File: src/rtl/adder_arbiter.sv
// adder_arbiter: round-robin arbiter that lets NUM_REQ requesters share a
// single DATA_W-bit adder. Exactly one requester wins each accept-enabled
// cycle. Its operand pair goes through a grant mux into the adder, and the
// sum is captured in a one-entry result register with valid/ready handshake.
module adder_arbiter #(
    parameter int DATA_W  = 32,
    parameter int NUM_REQ = 3
) (
    input  logic                                               i_clk,
    input  logic                                               i_rst_n,
    input  logic [NUM_REQ-1:0]                                 i_req_valid,
    input  logic [NUM_REQ*DATA_W-1:0]                          i_req_a,
    input  logic [NUM_REQ*DATA_W-1:0]                          i_req_b,
    output logic [NUM_REQ-1:0]                                 o_req_ready,
    output logic                                               o_rsp_valid,
    output logic [((NUM_REQ > 1) ? $clog2(NUM_REQ) : 1)-1:0]   o_rsp_id,
    output logic [DATA_W-1:0]                                  o_rsp_sum,
    output logic                                               o_rsp_cout,
    input  logic                                               i_rsp_ready
);

    localparam int          ID_W   = (NUM_REQ > 1) ? $clog2(NUM_REQ) : 1;
    localparam int unsigned NREQ_U = NUM_REQ;

    // Wraps an index in [0, 2*NUM_REQ) back into [0, NUM_REQ).
    function automatic int unsigned wrap_idx(input int unsigned v);
        return (v >= NREQ_U) ? (v - NREQ_U) : v;
    endfunction

    logic [ID_W-1:0]   rr_ptr_q,    rr_ptr_d;
    logic              rsp_valid_q, rsp_valid_d;
    logic [ID_W-1:0]   rsp_id_q,    rsp_id_d;
    logic [DATA_W-1:0] rsp_sum_q,   rsp_sum_d;
    logic              rsp_cout_q,  rsp_cout_d;

    logic              grant_found;
    int unsigned       grant_int;
    logic              accept_en;
    logic [DATA_W-1:0] a_sel;
    logic [DATA_W-1:0] b_sel;
    logic [DATA_W:0]   sum_full;

    // Round-robin search: first valid requester at or after rr_ptr, wrapping.
    always_comb begin
        grant_found = 1'b0;
        grant_int   = 0;
        for (int unsigned i = 0; i < NREQ_U; i++) begin
            if (!grant_found && i_req_valid[wrap_idx(32'(rr_ptr_q) + i)]) begin
                grant_found = 1'b1;
                grant_int   = wrap_idx(32'(rr_ptr_q) + i);
            end
        end
    end

    // Grant is suppressed in reset and whenever the result register cannot take a new sum.
    always_comb begin
        accept_en   = i_rst_n && (!rsp_valid_q || i_rsp_ready) && grant_found;
        o_req_ready = '0;
        if (accept_en) begin
            o_req_ready[grant_int] = 1'b1;
        end
    end

    // Grant mux feeding the single shared adder.
    always_comb begin
        a_sel = '0;
        b_sel = '0;
        for (int unsigned k = 0; k < NREQ_U; k++) begin
            if (k == grant_int) begin
                a_sel = i_req_a[k*DATA_W +: DATA_W];
                b_sel = i_req_b[k*DATA_W +: DATA_W];
            end
        end
        sum_full = {1'b0, a_sel} + {1'b0, b_sel};
    end

    // Next-state for the result register and round-robin pointer.
    always_comb begin
        rsp_valid_d = rsp_valid_q;
        rsp_id_d    = rsp_id_q;
        rsp_sum_d   = rsp_sum_q;
        rsp_cout_d  = rsp_cout_q;
        rr_ptr_d    = rr_ptr_q;
        if (accept_en) begin
            // A transfer reloads the register even while the old result drains: no bubble.
            rsp_valid_d = 1'b1;
            rsp_id_d    = ID_W'(grant_int);
            rsp_sum_d   = sum_full[DATA_W-1:0];
            rsp_cout_d  = sum_full[DATA_W];
            rr_ptr_d    = ID_W'(wrap_idx(grant_int + 1));
        end else if (i_rsp_ready) begin
            rsp_valid_d = 1'b0;
        end
    end

    // State registers with synchronous active-low reset.
    always_ff @(posedge i_clk) begin
        if (!i_rst_n) begin
            rsp_valid_q <= 1'b0;
            rsp_id_q    <= '0;
            rsp_sum_q   <= '0;
            rsp_cout_q  <= 1'b0;
            rr_ptr_q    <= '0;
        end else begin
            rsp_valid_q <= rsp_valid_d;
            rsp_id_q    <= rsp_id_d;
            rsp_sum_q   <= rsp_sum_d;
            rsp_cout_q  <= rsp_cout_d;
            rr_ptr_q    <= rr_ptr_d;
        end
    end

    assign o_rsp_valid = rsp_valid_q;
    assign o_rsp_id    = rsp_id_q;
    assign o_rsp_sum   = rsp_sum_q;
    assign o_rsp_cout  = rsp_cout_q;

endmodule

File: config.mk
export PLATFORM = sky130hd
export DESIGN_NAME = adder_arbiter
export DESIGN_NICKNAME = d
export VERILOG_FILES = /design/src/rtl/adder_arbiter.sv
export SDC_FILE = /design/constraint.sdc
export NUM_CORES = 1
export LEC_CHECK = 0
export BUFFER_PORTS_ARGS = -buffer_cell sky130_fd_sc_hd__buf_2
export CORE_MARGIN = 10
export CORE_UTILIZATION = 51
export CTS_CLUSTER_DIAMETER = 60
export DETAILED_ROUTE_END_ITERATION = 6
export PLACE_DENSITY = 0.88
export SLEW_MARGIN = 10
export SYNTH_ARGS = -nofsm -noshare
export SYNTH_HDL_FRONTEND = slang
export SYNTH_SLANG_ARGS = --single-unit
File: constraint.sdc
create_clock -name i_clk -period 13.8 [get_ports i_clk]
set_clock_uncertainty 0.05 [all_clocks]
set_input_delay 0.69 -clock i_clk [delete_from_list [all_inputs] [get_ports i_clk]]
set_output_delay 0.69 -clock i_clk [all_outputs]
set_load 0.02 [all_outputs]
# [Word-level counts from Yosys, hierarchy flattened]
# Cells that the tools add are included.
[classes] mux=27 n_eq_ne=2 order_cmp=9 addsub=8 reduce_logical=11
[op_table] operator="$mux 32" count=12
[op_table] operator="$lt 32x3->1 const B" count=4
[op_table] operator="$add 32x32->33" count=1
[op_table] operator="$add 32x1->32 const B" count=1
[op_table] operator="$eq 1x32->1 const A" count=1
[op_table] operator="$eq 2x32->1 const A" count=1
[op_table] operator="$ge 32x1->1 const B" count=1
[op_table] operator="$ge 32x2->1 const B" count=1
[op_table] operator="$logic_not 32->1" count=1
[op_table] operator="$mux 1" count=9
[op_table] operator="$sub 3x2->4 const B" count=2
[op_table] operator="$bmux 1 s2" count=3
[op_table] operator="$ge 3x2->1 const B" count=2
[op_table] operator="$logic_and 1x1->1" count=5
[op_table] operator="$add 2x1->3 const B" count=1
[op_table] operator="$add 2x2->3 const B" count=1
[op_table] operator="$logic_not 1->1" count=3
[op_table] operator="$mux 3" count=1
[op_table] operator="$sub 2x2->3 const B" count=1
[op_table] operator="$demux 1 s2" count=1
[op_table] operator="$ge 2x2->1 const B" count=1
[op_table] operator="$mux 2" count=1
[op_table] operator="$reduce_bool 2->1" count=1
[op_table] operator="$sub 2x2->2 const B" count=1
[op_table] operator="$logic_or 1x1->1" count=1
[totals] output_inout_bits=39 reg_bits=38 elab_cells=62 inputBits=198

# [Logic depth before layout (Yosys ltp)]
# Gate-level depths: netlist of run 1.
[logic_depth] word_depth=16 mapped_depth=25 depth_no_buf=23

# [Least setup slack after synthesis of run 1]
# OpenSTA, ideal clock, no wires.
[synth_timing] path_type="register to register" startpoint="register rr_ptr_q[0]" endpoint="register rsp_sum_q[30] (netlist: o_rsp_sum[30])" t_required_ns=13.615 setup_ns=0.135 stages_incl_launch_ff=26 synth_period_minus_slack_ns=4.773 n_path_buf=3 setup_slack_ns=9.027 t_arrival_ns=4.588 cell_sequence="dfxtp_1 > inv_1 > ha_1 > buf_2 > mux2i_1 > o22ai_1 > nor2_1 > a21oi_1 > o21a_1 > inv_1 > ha_1 > nor4b_1 > buf_2 > buf_2 > a22oi_1 > a21oi_1 > ha_1 > fa_1 > a21o_1 > a221o_1 > a21oi_4 > o211ai_4 > a311oi_2 > nor3b_1 > nand4b_1 > o311ai_2"
[synth_via] elab_chain_len=16 word_cells_on_any_way=38 cone_classes="add/sub (6); order compare (3); eq/ne (2); mux (21); reduce/logical (6)"
[synth_rtl] element="from (decl)" line="30" rtl="logic [ID_W-1:0] rr_ptr_q, rr_ptr_d;"
[synth_rtl] element="from (signal assigned)" line="109" rtl="rr_ptr_q <= rr_ptr_d;"
[synth_rtl] element="parallel branches: the longest is 10 deep, another holds $sub 3x2->4"
[synth_rtl] element="$mux 32 (*)" line="48" rtl="if (!grant_found && i_req_valid[wrap_idx(32'(rr_ptr_q) + i)]) begin"
[synth_rtl] element="via grant_int[1]" line="37" rtl="int unsigned grant_int;"
[synth_rtl] element="$logic_not 32->1" line="69" rtl="if (k == grant_int) begin"
[synth_rtl] element="$mux 32 (3 in a row)" line="69"
[synth_rtl] element="$add 32x32->33 (*)" line="74" rtl="sum_full = {1'b0, a_sel} + {1'b0, b_sel};"
[synth_rtl] element="to (signal assigned)" line="107" rtl="rsp_sum_q <= rsp_sum_d;"
[synth_rtl] element="to (decl)" line="33" rtl="logic [DATA_W-1:0] rsp_sum_q, rsp_sum_d;"
# Mark *: on every way through the listed nets, which the timed path passes. The select of a mux whose other input is x is not followed.
# A chain may end at the register's enable or synchronous reset.

# [Final worst setup path of run 1]
[layout_timing] startpoint="register rr_ptr_q[0]" endpoint="register rsp_sum_q[30] (netlist: o_rsp_sum[30])"
[layout_via] elab_chain_len=16 word_cells_on_any_way=38 cone_classes="add/sub (6); order compare (3); eq/ne (2); mux (21); reduce/logical (6)"
[layout_rtl] element="parallel branches: the longest is 16 deep, another holds $sub 3x2->4"
# Several ways; the timed one is not identified. The select of a mux whose other input is x is not followed.

==> results_tabular.tex, run 1 <==
\begin{tabular}{lr}
\hline
Metric & Value \\
\hline
\multicolumn{2}{l}{\textbf{Placement}} \\
\quad RD Place Congestion & $\sim$0.90 \\
\quad Detailed-placement wirelength estimate & $\sim$14 mm \\
\quad Placement-stage worst setup slack & approximately 7.9 ns \\
\quad Number of buffers inserted by port buffering & between 200 and 250 \\
\multicolumn{2}{l}{\textbf{Critical path}} \\
\quad Critical Setup Path Class & flip-flop to flip-flop \\
\quad Flop2flop setup slack & between 7 and 8 ns \\
\quad Crit path arrival time & between 6 and 7 ns \\
\quad Crit path max-delay cell type & sky130\_fd\_sc\_hd\_\_buf\_4 \\
\quad Critical Path, Cell by Cell & inv\_1 > ha\_1 > nor2\_1 > o2bb2ai\_2 > nand2\_1 > nor4\_2 > nor2\_1 > nand2\_4 > buf\_4 > a21oi\_1 > ha\_1 > fa\_1 > a21o\_1 > a221o\_1 > a21oi\_4 > o211ai\_4 > a311oi\_2 > nor3b\_1 > nand4b\_1 > o311ai\_2 \\
\quad Critical path data required time & around 14 ns \\
\quad Sort of element at the end of the critical path & flip-flop \\
\quad Delay of the slowest critical-path stage & around 0.76 ns \\
\quad Max FO, Critical Path & 113 \\
\quad Startpoint type of the worst setup path & flip-flop \\
\multicolumn{2}{l}{\textbf{GRT}} \\
\quad Total global-route track usage & a little under a quarter \\
\quad First-pass GRT wire length & between 20 and 30 mm \\
\quad Layer carrying the most global-route usage & met2 \\
\quad Met2 layer usage reported by global route & between 40\% and 50\% \\
\quad Pin count of the biggest net entering global routing & between 100 and 150 \\
\quad GR Layer Usage met3 & under 10\% \\
\quad Number of global-route vias before repair & about 5700 \\
\quad GRT Residual Overflow & 0 \\
\quad Initial antenna violation count & 0 \\
\quad Met1 track demand over resource & roughly 27\% \\
\multicolumn{2}{l}{\textbf{Final layout}} \\
\quad Fraction of layout instances using a drive strength above 1 & 30.8\% \\
\quad Footprint of the flip-flops and latches & $\sim$760 µm² \\
\quad Antenna cell count & 0 \\
\quad Number of filler instances in the final layout & 858 \\
\quad Number of nets in the final layout & about 1100 \\
\quad Total area of multi-input combinational cells & approximately 0.0038 mm² \\
\quad Synthesis-to-finish area growth & 25.9\% \\
\multicolumn{2}{l}{\textbf{Logic synthesis}} \\
\quad Leading post-synthesis cells by cell area & sky130\_fd\_sc\_hd\_\_dfxtp\_1, sky130\_fd\_sc\_hd\_\_ha\_1, sky130\_fd\_sc\_hd\_\_a21oi\_1, sky130\_fd\_sc\_hd\_\_a22oi\_1, sky130\_fd\_sc\_hd\_\_nor2\_1 \\
\quad Count of unique library cells instantiated by Yosys & 62 \\
\quad Dominant combinational cell family by area after synthesis & compound AO/OA/AOI/OAI gates \\
\quad Adder-cell share of the synthesized area & approximately 13\% \\
\quad Number of instances in the synthesized netlist & between 600 and 700 \\
\quad Synthesized flop and latch total & 38 \\
\quad Per-instance average area after synthesis & 7.07 µm² \\
\quad Sequential area share after synthesis & between 15 and 20\% \\
\quad Netlist area before placement & about 0.0048 mm² \\
\quad Multiplexer share of the synthesized area & roughly 1.4\% \\
\quad Area fraction in compound gates after synthesis & a little under two fifths \\
\quad Post-synthesis cell type with the largest combined area & sky130\_fd\_sc\_hd\_\_dfxtp\_1 \\
\quad Post-synth top cells & sky130\_fd\_sc\_hd\_\_a21oi\_1, sky130\_fd\_sc\_hd\_\_nor2\_1, sky130\_fd\_sc\_hd\_\_nand2\_1, sky130\_fd\_sc\_hd\_\_a22oi\_1, sky130\_fd\_sc\_hd\_\_ha\_1 \\
\quad Simple-Gate Fraction of Synth Area & a little over a fifth \\
\quad Xor and xnor fraction of the mapped netlist area & 4.21\% \\
\quad Commonest register cell after synthesis & sky130\_fd\_sc\_hd\_\_dfxtp\_1 \\
\quad Count of flip-flops with a built-in enable after synthesis & 0 \\
\quad Top-area cell type share of the netlist area & between 10\% and 20\% \\
\quad Count of warnings emitted by yosys & 0 \\
\quad Most frequent cell after synthesis & sky130\_fd\_sc\_hd\_\_a21oi\_1 \\
\quad Async S/R FF share, synth & 0\% \\
\multicolumn{2}{l}{\textbf{Hold path}} \\
\quad Worst min-delay path category & flip-flop to flip-flop \\
\multicolumn{2}{l}{\textbf{STA}} \\
\quad Total of endpoints with negative setup slack in the final report & 0 \\
\quad Worst slew pin tran & about 0.96 ns \\
\quad Fmax & 169 MHz \\
\quad Tightest slew margin relative to the limit & 35.9\% \\
\quad Final critical-path setup slack & approximately 7.9 ns \\
\quad Period minus WS final & 5.93 ns \\
\quad Number of slew-limit violations in the final report & 0 \\
\quad Final clock period utilization by the worst path & 43.0\% \\
\quad Final-layout setup total negative slack & 0 ns \\
\quad RSZ-0062 raised after global routing & no \\
\quad Hold violation count in the final report & 0 \\
\multicolumn{2}{l}{\textbf{Routing}} \\
\quad Total via count after detailed routing & about 5700 \\
\quad Via-to-Cell Ratio & between 5 and 6 \\
\quad Detailed Routing Iterations Pass 1 & 5 \\
\quad Final WL & about 17 mm \\
\quad Number of nets with antenna violations after routing & 0 \\
\quad Average routed wire per standard cell & approximately 17 µm \\
\quad Number of remaining DRC errors & 0 \\
\quad Initial DRC count & just under 400 \\
\multicolumn{2}{l}{\textbf{Die}} \\
\quad Number of I/O pins & about 240 \\
\quad Overall die area & 0.0136 mm² \\
\quad Area of the core & between 0.009 and 0.01 mm² \\
\quad Initial Utilization & about half \\
\quad Num rows & 35 \\
\quad Overall die width & about 120 µm \\
\quad Die height & about 120 µm \\
\multicolumn{2}{l}{\textbf{Job}} \\
\quad Max-cap viol count & 0 \\
\multicolumn{2}{l}{\textbf{Run status}} \\
\quad Status & complete, no violations \\
\multicolumn{2}{l}{\textbf{Clock network}} \\
\quad Hold-fix buffers at CTS & 0 \\
\quad Post-CTS setup buffer count & 0 \\
\quad Root Buffer Master & sky130\_fd\_sc\_hd\_\_clkbuf\_8 \\
\quad Maximum root-to-sink buffer count & 2 \\
\quad Total CTS buffers & 5 \\
\quad CTS H-tree lvls & 2 \\
\quad Number of sinks handled by clock tree synthesis & 38 \\
\quad Clock transition at the registers of the reported paths & 0.08 ns \\
\quad Number of gates resized after cts & 0 \\
\quad CTS tree & built \\
\quad Clk\_lat worst skew & roughly 0.30 ns \\
\hline
\end{tabular}
## cell usage in the layout (no fill, tap or decap), types with 2 or more instances in the layout
| cell | n |
|---|---|
| sky130_fd_sc_hd__a211oi_1 | 7 |
| sky130_fd_sc_hd__a21oi_1 | 119 |
| sky130_fd_sc_hd__and4_1 | 2 |
| sky130_fd_sc_hd__dfxtp_1 | 38 |
| sky130_fd_sc_hd__buf_4 | 6 |
| sky130_fd_sc_hd__o21bai_1 | 3 |
| sky130_fd_sc_hd__buf_2 | 236 |
| sky130_fd_sc_hd__nand3_1 | 23 |
| sky130_fd_sc_hd__nand4_1 | 2 |
| sky130_fd_sc_hd__o22ai_1 | 2 |
| sky130_fd_sc_hd__o22ai_2 | 2 |
| sky130_fd_sc_hd__mux2i_1 | 5 |
| sky130_fd_sc_hd__conb_1 | 6 |
| sky130_fd_sc_hd__inv_1 | 9 |
| sky130_fd_sc_hd__xor2_1 | 6 |
| sky130_fd_sc_hd__nand4b_1 | 2 |
| sky130_fd_sc_hd__nor3_1 | 9 |
| sky130_fd_sc_hd__and2_1 | 3 |
| sky130_fd_sc_hd__o211ai_1 | 6 |
| sky130_fd_sc_hd__a31oi_1 | 6 |
| sky130_fd_sc_hd__or2_2 | 2 |
| sky130_fd_sc_hd__a21o_1 | 18 |
| sky130_fd_sc_hd__clkbuf_8 | 5 |
| sky130_fd_sc_hd__nand2_1 | 66 |
| sky130_fd_sc_hd__o21ai_0 | 22 |
| sky130_fd_sc_hd__a211o_1 | 2 |
| sky130_fd_sc_hd__o21a_1 | 5 |
| sky130_fd_sc_hd__ha_1 | 48 |
| sky130_fd_sc_hd__nor3b_1 | 4 |
| sky130_fd_sc_hd__nor2_1 | 85 |
| sky130_fd_sc_hd__a21boi_0 | 2 |
| sky130_fd_sc_hd__nor2b_1 | 6 |
| sky130_fd_sc_hd__a31oi_4 | 2 |
| sky130_fd_sc_hd__nor4_1 | 2 |
| sky130_fd_sc_hd__nand2b_1 | 4 |
| sky130_fd_sc_hd__clkinv_2 | 2 |
| sky130_fd_sc_hd__xnor2_1 | 17 |
| sky130_fd_sc_hd__and3_1 | 7 |
| sky130_fd_sc_hd__a22oi_1 | 64 |
## final cells by class
| cell class | count | area share (%) |
|---|---|---|
| tap | 111 | 2.31 |
| sequential | 38 | 12.6 |
| timing repair buffer | 242 | 20.4 |
| inverter | 9 | 0.561 |
| clock inverter | 3 | 0.665 |
| clock buffer | 5 | 1.14 |
| multi-input combinational | 584 | 62.3 |
## through the flow
step / utilization, % / std cells / hold slack (ns) / area, µm²
floorplan: - / 681 / 0.479 / 4800
global placement: 64.3 / 984 / 0.388 / 5910
detailed placement: 64.3 / 984 / 0.393 / 5910
CTS: 65.5 / 992 / 0.403 / 6020
global route: 65.5 / 992 / 0.425 / 6020
finish: 65.5 / 992 / 0.402 / 6020
## logic make-up after synthesis
family,after synthesis
AOI/OAI and AO/OA,274
xor gates and xnor gates,23
adders and majority gates,49
buffers and inverters,59
DFF,38
muxes,6
other,1
and+or+nand+nor,226
## critical path, delay by kind of cell (launching register included)
kind,cells,cell delay [ns]
flops,1,0.41
buf+inv,2,0.87
simple gates,7,1.66
compound gates,8,1.68
fa+ha+maj,3,1.08
## layer usage
layer	routed length [µm]	up-vias
met2	8280	258
met4	274	0
li1	-	2887
met3	1670	22
met1	6690	2549
met5	0	-
## sequential cells by signal (all words and copies together) (netlist names)
signal / cells
rr_ptr_q: 2
o_rsp_id: 2
o_rsp_sum: 32
o_rsp_cout: 1
o_rsp_valid: 1
## worst paths after layout
kind	cells past startpoint	from	endpoint
setup / recovery	20	rr_ptr_q[0]$_SDFFE_PN0P_	o_rsp_sum[30]$_SDFFE_PN0P_
hold / removal	2	o_rsp_sum[13]$_SDFFE_PN0P_	o_rsp_sum[13]$_SDFFE_PN0P_
setup reg to reg	20	rr_ptr_q[0]$_SDFFE_PN0P_	o_rsp_sum[30]$_SDFFE_PN0P_
hold reg to reg	2	o_rsp_sum[13]$_SDFFE_PN0P_	o_rsp_sum[13]$_SDFFE_PN0P_
Power of run 1 is not shown: default switching activity piles up to over one toggle a cycle in this logic, so the estimate is an artifact.
==> run 2, diff against run 1 <==
- ABC_AREA: default -> 1
- CORE_UTILIZATION: 51 -> 50
- PLACE_DENSITY: 0.88 -> 0.83
- clock period: 13.8 -> 5.67 ns (I/O delays scaled with it)
==> run 2 against run 1 <==
Net effect: routed wire length rose by 25%; synthesized cell count rose by 61%; critical path depth rose by 7; die area rose by 18%; area after synthesis rose by 19%; design area rose by 17%; flip-flop and latch count did not move; setup slack got worse by 7.0 ns; register-to-register slack got worse by 7.0 ns.
==> results_tabular.tex, run 2 <==
\begin{tabular}{lr}
\hline
Metric & Value \\
\hline
\multicolumn{2}{l}{\textbf{Clock network}} \\
\quad Post-CTS setup buffer count & 0 (unchanged) \\
\quad Number of sinks handled by clock tree synthesis & 38 (unchanged) \\
\quad Clk\_lat worst skew & 0.29 ns (about the same) \\
\quad Root Buffer Master & sky130\_fd\_sc\_hd\_\_clkbuf\_16 \\
\quad Number of gates resized after cts & 0 (unchanged) \\
\quad CTS H-tree lvls & 2 (unchanged) \\
\quad Total CTS buffers & 5 (unchanged) \\
\quad CTS tree & built \\
\quad Hold-fix buffers at CTS & 0 (unchanged) \\
\quad Clock transition at the registers of the reported paths & 0.06 ns (-0.02 ns) \\
\quad Maximum root-to-sink buffer count & 2 (unchanged) \\
\multicolumn{2}{l}{\textbf{Critical path}} \\
\quad Startpoint type of the worst setup path & flip-flop \\
\quad Depth of the worst register-to-register path & 27 (+35\%) \\
\quad Max FO, Critical Path & 43 (-62\%) \\
\quad Crit path arrival time & 4.94 ns (-1.10 ns) \\
\quad Sort of element at the end of the critical path & flip-flop \\
\quad R2R Path End & o\_rsp\_sum[29]\$\_SDFFE\_PN0P\_ \\
\quad Critical Setup Path Class & flip-flop to flip-flop \\
\quad Worst reg2reg path startpoint & rr\_ptr\_q[0]\$\_SDFFE\_PN0P\_ \\
\quad Critical path data required time & 5.81 ns (-8.10 ns) \\
\quad Flop2flop setup slack & 0.87 ns (-7.00 ns) \\
\quad Startpoint of the most critical setup path & rr\_ptr\_q[0]\$\_SDFFE\_PN0P\_ \\
\multicolumn{2}{l}{\textbf{STA}} \\
\quad Worst slew pin tran & 0.813 ns (-0.149 ns) \\
\quad Fmax & 208 MHz (+24\%) \\
\quad RSZ-0062 raised after global routing & no \\
\quad Period minus WS final & 4.80 ns (-1.13 ns) \\
\quad Hold violation count in the final report & 0 (unchanged) \\
\quad Number of slew-limit violations in the final report & 0 (unchanged) \\
\quad Total of endpoints with negative setup slack in the final report & 0 (unchanged) \\
\quad Tightest slew margin relative to the limit & 45.7\% (+9.9 points) \\
\quad Final clock period utilization by the worst path & 84.6\% (+42 points) \\
\quad Final-layout setup total negative slack & 0 ns (unchanged) \\
\multicolumn{2}{l}{\textbf{Final layout}} \\
\quad Antenna cell count & 0 (unchanged) \\
\quad Fraction of layout instances using a drive strength above 1 & 20.3\% (-10 points) \\
\quad Footprint of the flip-flops and latches & 761 µm² (unchanged) \\
\quad Number of filler instances in the final layout & 1123 (+31\%) \\
\quad Number of nets in the final layout & 1541 (+37\%) \\
\quad Flip-flop count of the largest register after layout & 32 (unchanged) \\
\quad Total area of multi-input combinational cells & 0.00421 mm² (+12\%) \\
\quad Synthesis-to-finish area growth & 23.6\% \\
\quad Leading cell types in the layout, fill and taps excluded & sky130\_fd\_sc\_hd\_\_nor2\_1, sky130\_fd\_sc\_hd\_\_nand2\_1, sky130\_fd\_sc\_hd\_\_buf\_2, sky130\_fd\_sc\_hd\_\_inv\_1, sky130\_fd\_sc\_hd\_\_nand3\_1 \\
\quad Most common library cell in the layout ignoring fill and taps & sky130\_fd\_sc\_hd\_\_nor2\_1 \\
\multicolumn{2}{l}{\textbf{Routing}} \\
\quad Via-to-Cell Ratio & 5.16 (-10\%) \\
\quad Number of remaining DRC errors & 0 (unchanged) \\
\quad Final WL & 21.1 mm (+25\%) \\
\quad Total via count after detailed routing & 7407 (+30\%) \\
\quad Initial DRC count & 585 (+49\%) \\
\quad Number of nets with antenna violations after routing & 0 (unchanged) \\
\quad Detailed Routing Iterations Pass 1 & 5 (unchanged) \\
\quad Average routed wire per standard cell & 14.7 µm (-14\%) \\
\multicolumn{2}{l}{\textbf{Logic synthesis}} \\
\quad Count of warnings emitted by yosys & 0 (unchanged) \\
\quad Sequential area share after synthesis & 13.4\% (-2.5 points) \\
\quad Post-synth top cells & sky130\_fd\_sc\_hd\_\_nor2\_1, sky130\_fd\_sc\_hd\_\_nand2\_1, sky130\_fd\_sc\_hd\_\_inv\_1, sky130\_fd\_sc\_hd\_\_nand3\_1, sky130\_fd\_sc\_hd\_\_o21ai\_0 \\
\quad Leading post-synthesis cells by cell area & sky130\_fd\_sc\_hd\_\_nor2\_1, sky130\_fd\_sc\_hd\_\_nand2\_1, sky130\_fd\_sc\_hd\_\_dfxtp\_1, sky130\_fd\_sc\_hd\_\_ha\_1, sky130\_fd\_sc\_hd\_\_inv\_1 \\
\quad Commonest register cell after synthesis & sky130\_fd\_sc\_hd\_\_dfxtp\_1 \\
\quad Post-synthesis cell type with the largest combined area & sky130\_fd\_sc\_hd\_\_nor2\_1 \\
\quad Synthesized flop and latch total & 38 (unchanged) \\
\quad Count of flip-flops with a built-in enable after synthesis & 0 (unchanged) \\
\quad Netlist area before placement & 0.00569 mm² (+19\%) \\
\quad Count of unique library cells instantiated by Yosys & 34 (-45\%) \\
\quad Number of instances in the synthesized netlist & 1085 (+61\%) \\
\quad Most frequent cell after synthesis & sky130\_fd\_sc\_hd\_\_nor2\_1 \\
\quad Per-instance average area after synthesis & 5.24 µm² (-26\%) \\
\quad Top-area cell type share of the netlist area & 19.5\% (+3.6 points) \\
\quad Async S/R FF share, synth & 0\% (unchanged) \\
\multicolumn{2}{l}{\textbf{GRT}} \\
\quad Initial antenna violation count & 0 (unchanged) \\
\quad First-pass GRT wire length & 34.1 mm (+28\%) \\
\quad Pin count of the biggest net entering global routing & 57 (-50\%) \\
\quad GRT Residual Overflow & 0 (unchanged) \\
\quad Number of global-route vias before repair & 7083 (+25\%) \\
\quad Total global-route track usage & 25.0\% (+1.2 points) \\
\multicolumn{2}{l}{\textbf{Run status}} \\
\quad Status & complete, no violations \\
\multicolumn{2}{l}{\textbf{Job}} \\
\quad Max-cap viol count & 0 (unchanged) \\
\multicolumn{2}{l}{\textbf{Die}} \\
\quad Number of I/O pins & 237 (unchanged) \\
\quad Overall die width & 127 µm (+8.4\%) \\
\quad Initial Utilization & 51.8\% (-0.20 points) \\
\quad Die height & 127 µm (+8.4\%) \\
\quad Overall die area & 0.0160 mm² (+18\%) \\
\quad Area of the core & 0.0110 mm² (+19\%) \\
\quad Num rows & 38 (+8.6\%) \\
\multicolumn{2}{l}{\textbf{Placement}} \\
\quad Detailed-placement wirelength estimate & 17.2 mm (+23\%) \\
\quad Number of buffers inserted by port buffering & 236 (unchanged) \\
\quad RD Place Congestion & 0.959 (+6.1\%) \\
\multicolumn{2}{l}{\textbf{Hold path}} \\
\quad Count of cells along the worst hold path & 4 (+2) \\
\quad Launch instance of the worst min-delay path & i\_rsp\_ready \\
\quad Worst min-delay path category & input port to flip-flop \\
\quad Worst hold endpoint & o\_rsp\_valid\$\_SDFFE\_PN0P\_ \\
\hline
\end{tabular}
-- run 2: cell types whose count changed in the layout (fill, tap and decap cells not counted), moves of 7 or more --
cell	before	now
sky130_fd_sc_hd__a211oi_1	7	0
sky130_fd_sc_hd__a21o_1	18	6
sky130_fd_sc_hd__a21oi_1	119	46
sky130_fd_sc_hd__a22oi_1	64	0
sky130_fd_sc_hd__and3_1	7	0
sky130_fd_sc_hd__inv_1	9	117
sky130_fd_sc_hd__nand2_1	66	264
sky130_fd_sc_hd__nand3_1	23	75
sky130_fd_sc_hd__nor2_1	85	295
sky130_fd_sc_hd__o21ai_0	22	56
sky130_fd_sc_hd__o21ai_1	1	49
sky130_fd_sc_hd__xnor2_1	17	7
-- run 2: cell families after synthesis --
kind of cell | share of synthesized area, %
fa+ha+maj | 10.9
flops | 13.4
buf+inv | 13.0
compound gates | 14.7
xor+xnor | 1.39
simple gates | 46.5
other cells | 0.0659
-- run 2: cell type report --
class / count / share of cell area (%)
multi-input cells: 885 / 59.9
clock inverters: 1 / 0.427
flip-flops and latches: 38 / 10.8
inverters: 122 / 6.55
repair buffers: 242 / 18.0
clock buffers: 7 / 1.89
well taps: 140 / 2.49
-- run 2: metal layers --
layer	track usage, %	part of all wire [%]
met1	31.5	43
met4	5.69	1.3
met2	41.8	45
met5	0	0
met3	6.12	11
-- run 2: worst max-delay path by stage --
stage               slack (ns)  cells after the start                    endpoint
floorplan                 1.83                     30  o_rsp_sum[20]$_SDFFE_PN0P_
global placement          0.99                     27  o_rsp_sum[24]$_SDFFE_PN0P_
detailed placement        0.94                     27  o_rsp_sum[29]$_SDFFE_PN0P_
CTS                       0.91                     27  o_rsp_sum[29]$_SDFFE_PN0P_
global route              0.36                     26  o_rsp_sum[30]$_SDFFE_PN0P_
finish                    0.87                     27  o_rsp_sum[29]$_SDFFE_PN0P_
-- run 2: worst max-delay path, cell delays in order (launching register included) --
cell                      delay, ns
sky130_fd_sc_hd__dfxtp_1       0.41
sky130_fd_sc_hd__inv_1         0.11
sky130_fd_sc_hd__ha_1          0.37
sky130_fd_sc_hd__inv_2         0.09
sky130_fd_sc_hd__nand2_1       0.06
sky130_fd_sc_hd__nand3_2       0.09
sky130_fd_sc_hd__inv_2         0.04
sky130_fd_sc_hd__nand2_1       0.09
sky130_fd_sc_hd__inv_2         0.05
sky130_fd_sc_hd__nand2_1       0.05
sky130_fd_sc_hd__nand3_1       0.14
sky130_fd_sc_hd__inv_1         0.18
sky130_fd_sc_hd__ha_1          0.24
sky130_fd_sc_hd__nand3_4       0.38
sky130_fd_sc_hd__inv_1         0.57
sky130_fd_sc_hd__nand2_1       0.13
sky130_fd_sc_hd__nand2_1       0.12
sky130_fd_sc_hd__ha_1          0.31
sky130_fd_sc_hd__a21oi_1       0.23
sky130_fd_sc_hd__o21ai_0       0.18
sky130_fd_sc_hd__a21oi_1       0.26
sky130_fd_sc_hd__nor2_1        0.07
sky130_fd_sc_hd__nor2_1        0.12
sky130_fd_sc_hd__nand2_1       0.07
sky130_fd_sc_hd__nand2_1       0.05
sky130_fd_sc_hd__nand3_1       0.07
sky130_fd_sc_hd__nand2_1       0.09
sky130_fd_sc_hd__inv_1         0.03
-- run 2: per-stage QoR --
| step | setup WS, ns | utilization [%] | cells | area [µm²] | hold WS [ns] |
|---|---|---|---|---|---|
| floorplan | 1.83 | - | 1090 | 5710 | 0.368 |
| global placement | 0.991 | 62.5 | 1427 | 6870 | 0.401 |
| detailed placement | 0.938 | 62.5 | 1427 | 6870 | 0.413 |
| CTS | 0.915 | 64.0 | 1435 | 7030 | 0.252 |
| global route | 0.365 | 64.0 | 1435 | 7030 | 0.259 |
| finish | 0.872 | 64.0 | 1435 | 7030 | 0.256 |
Power of run 2 is left out for the same reason.
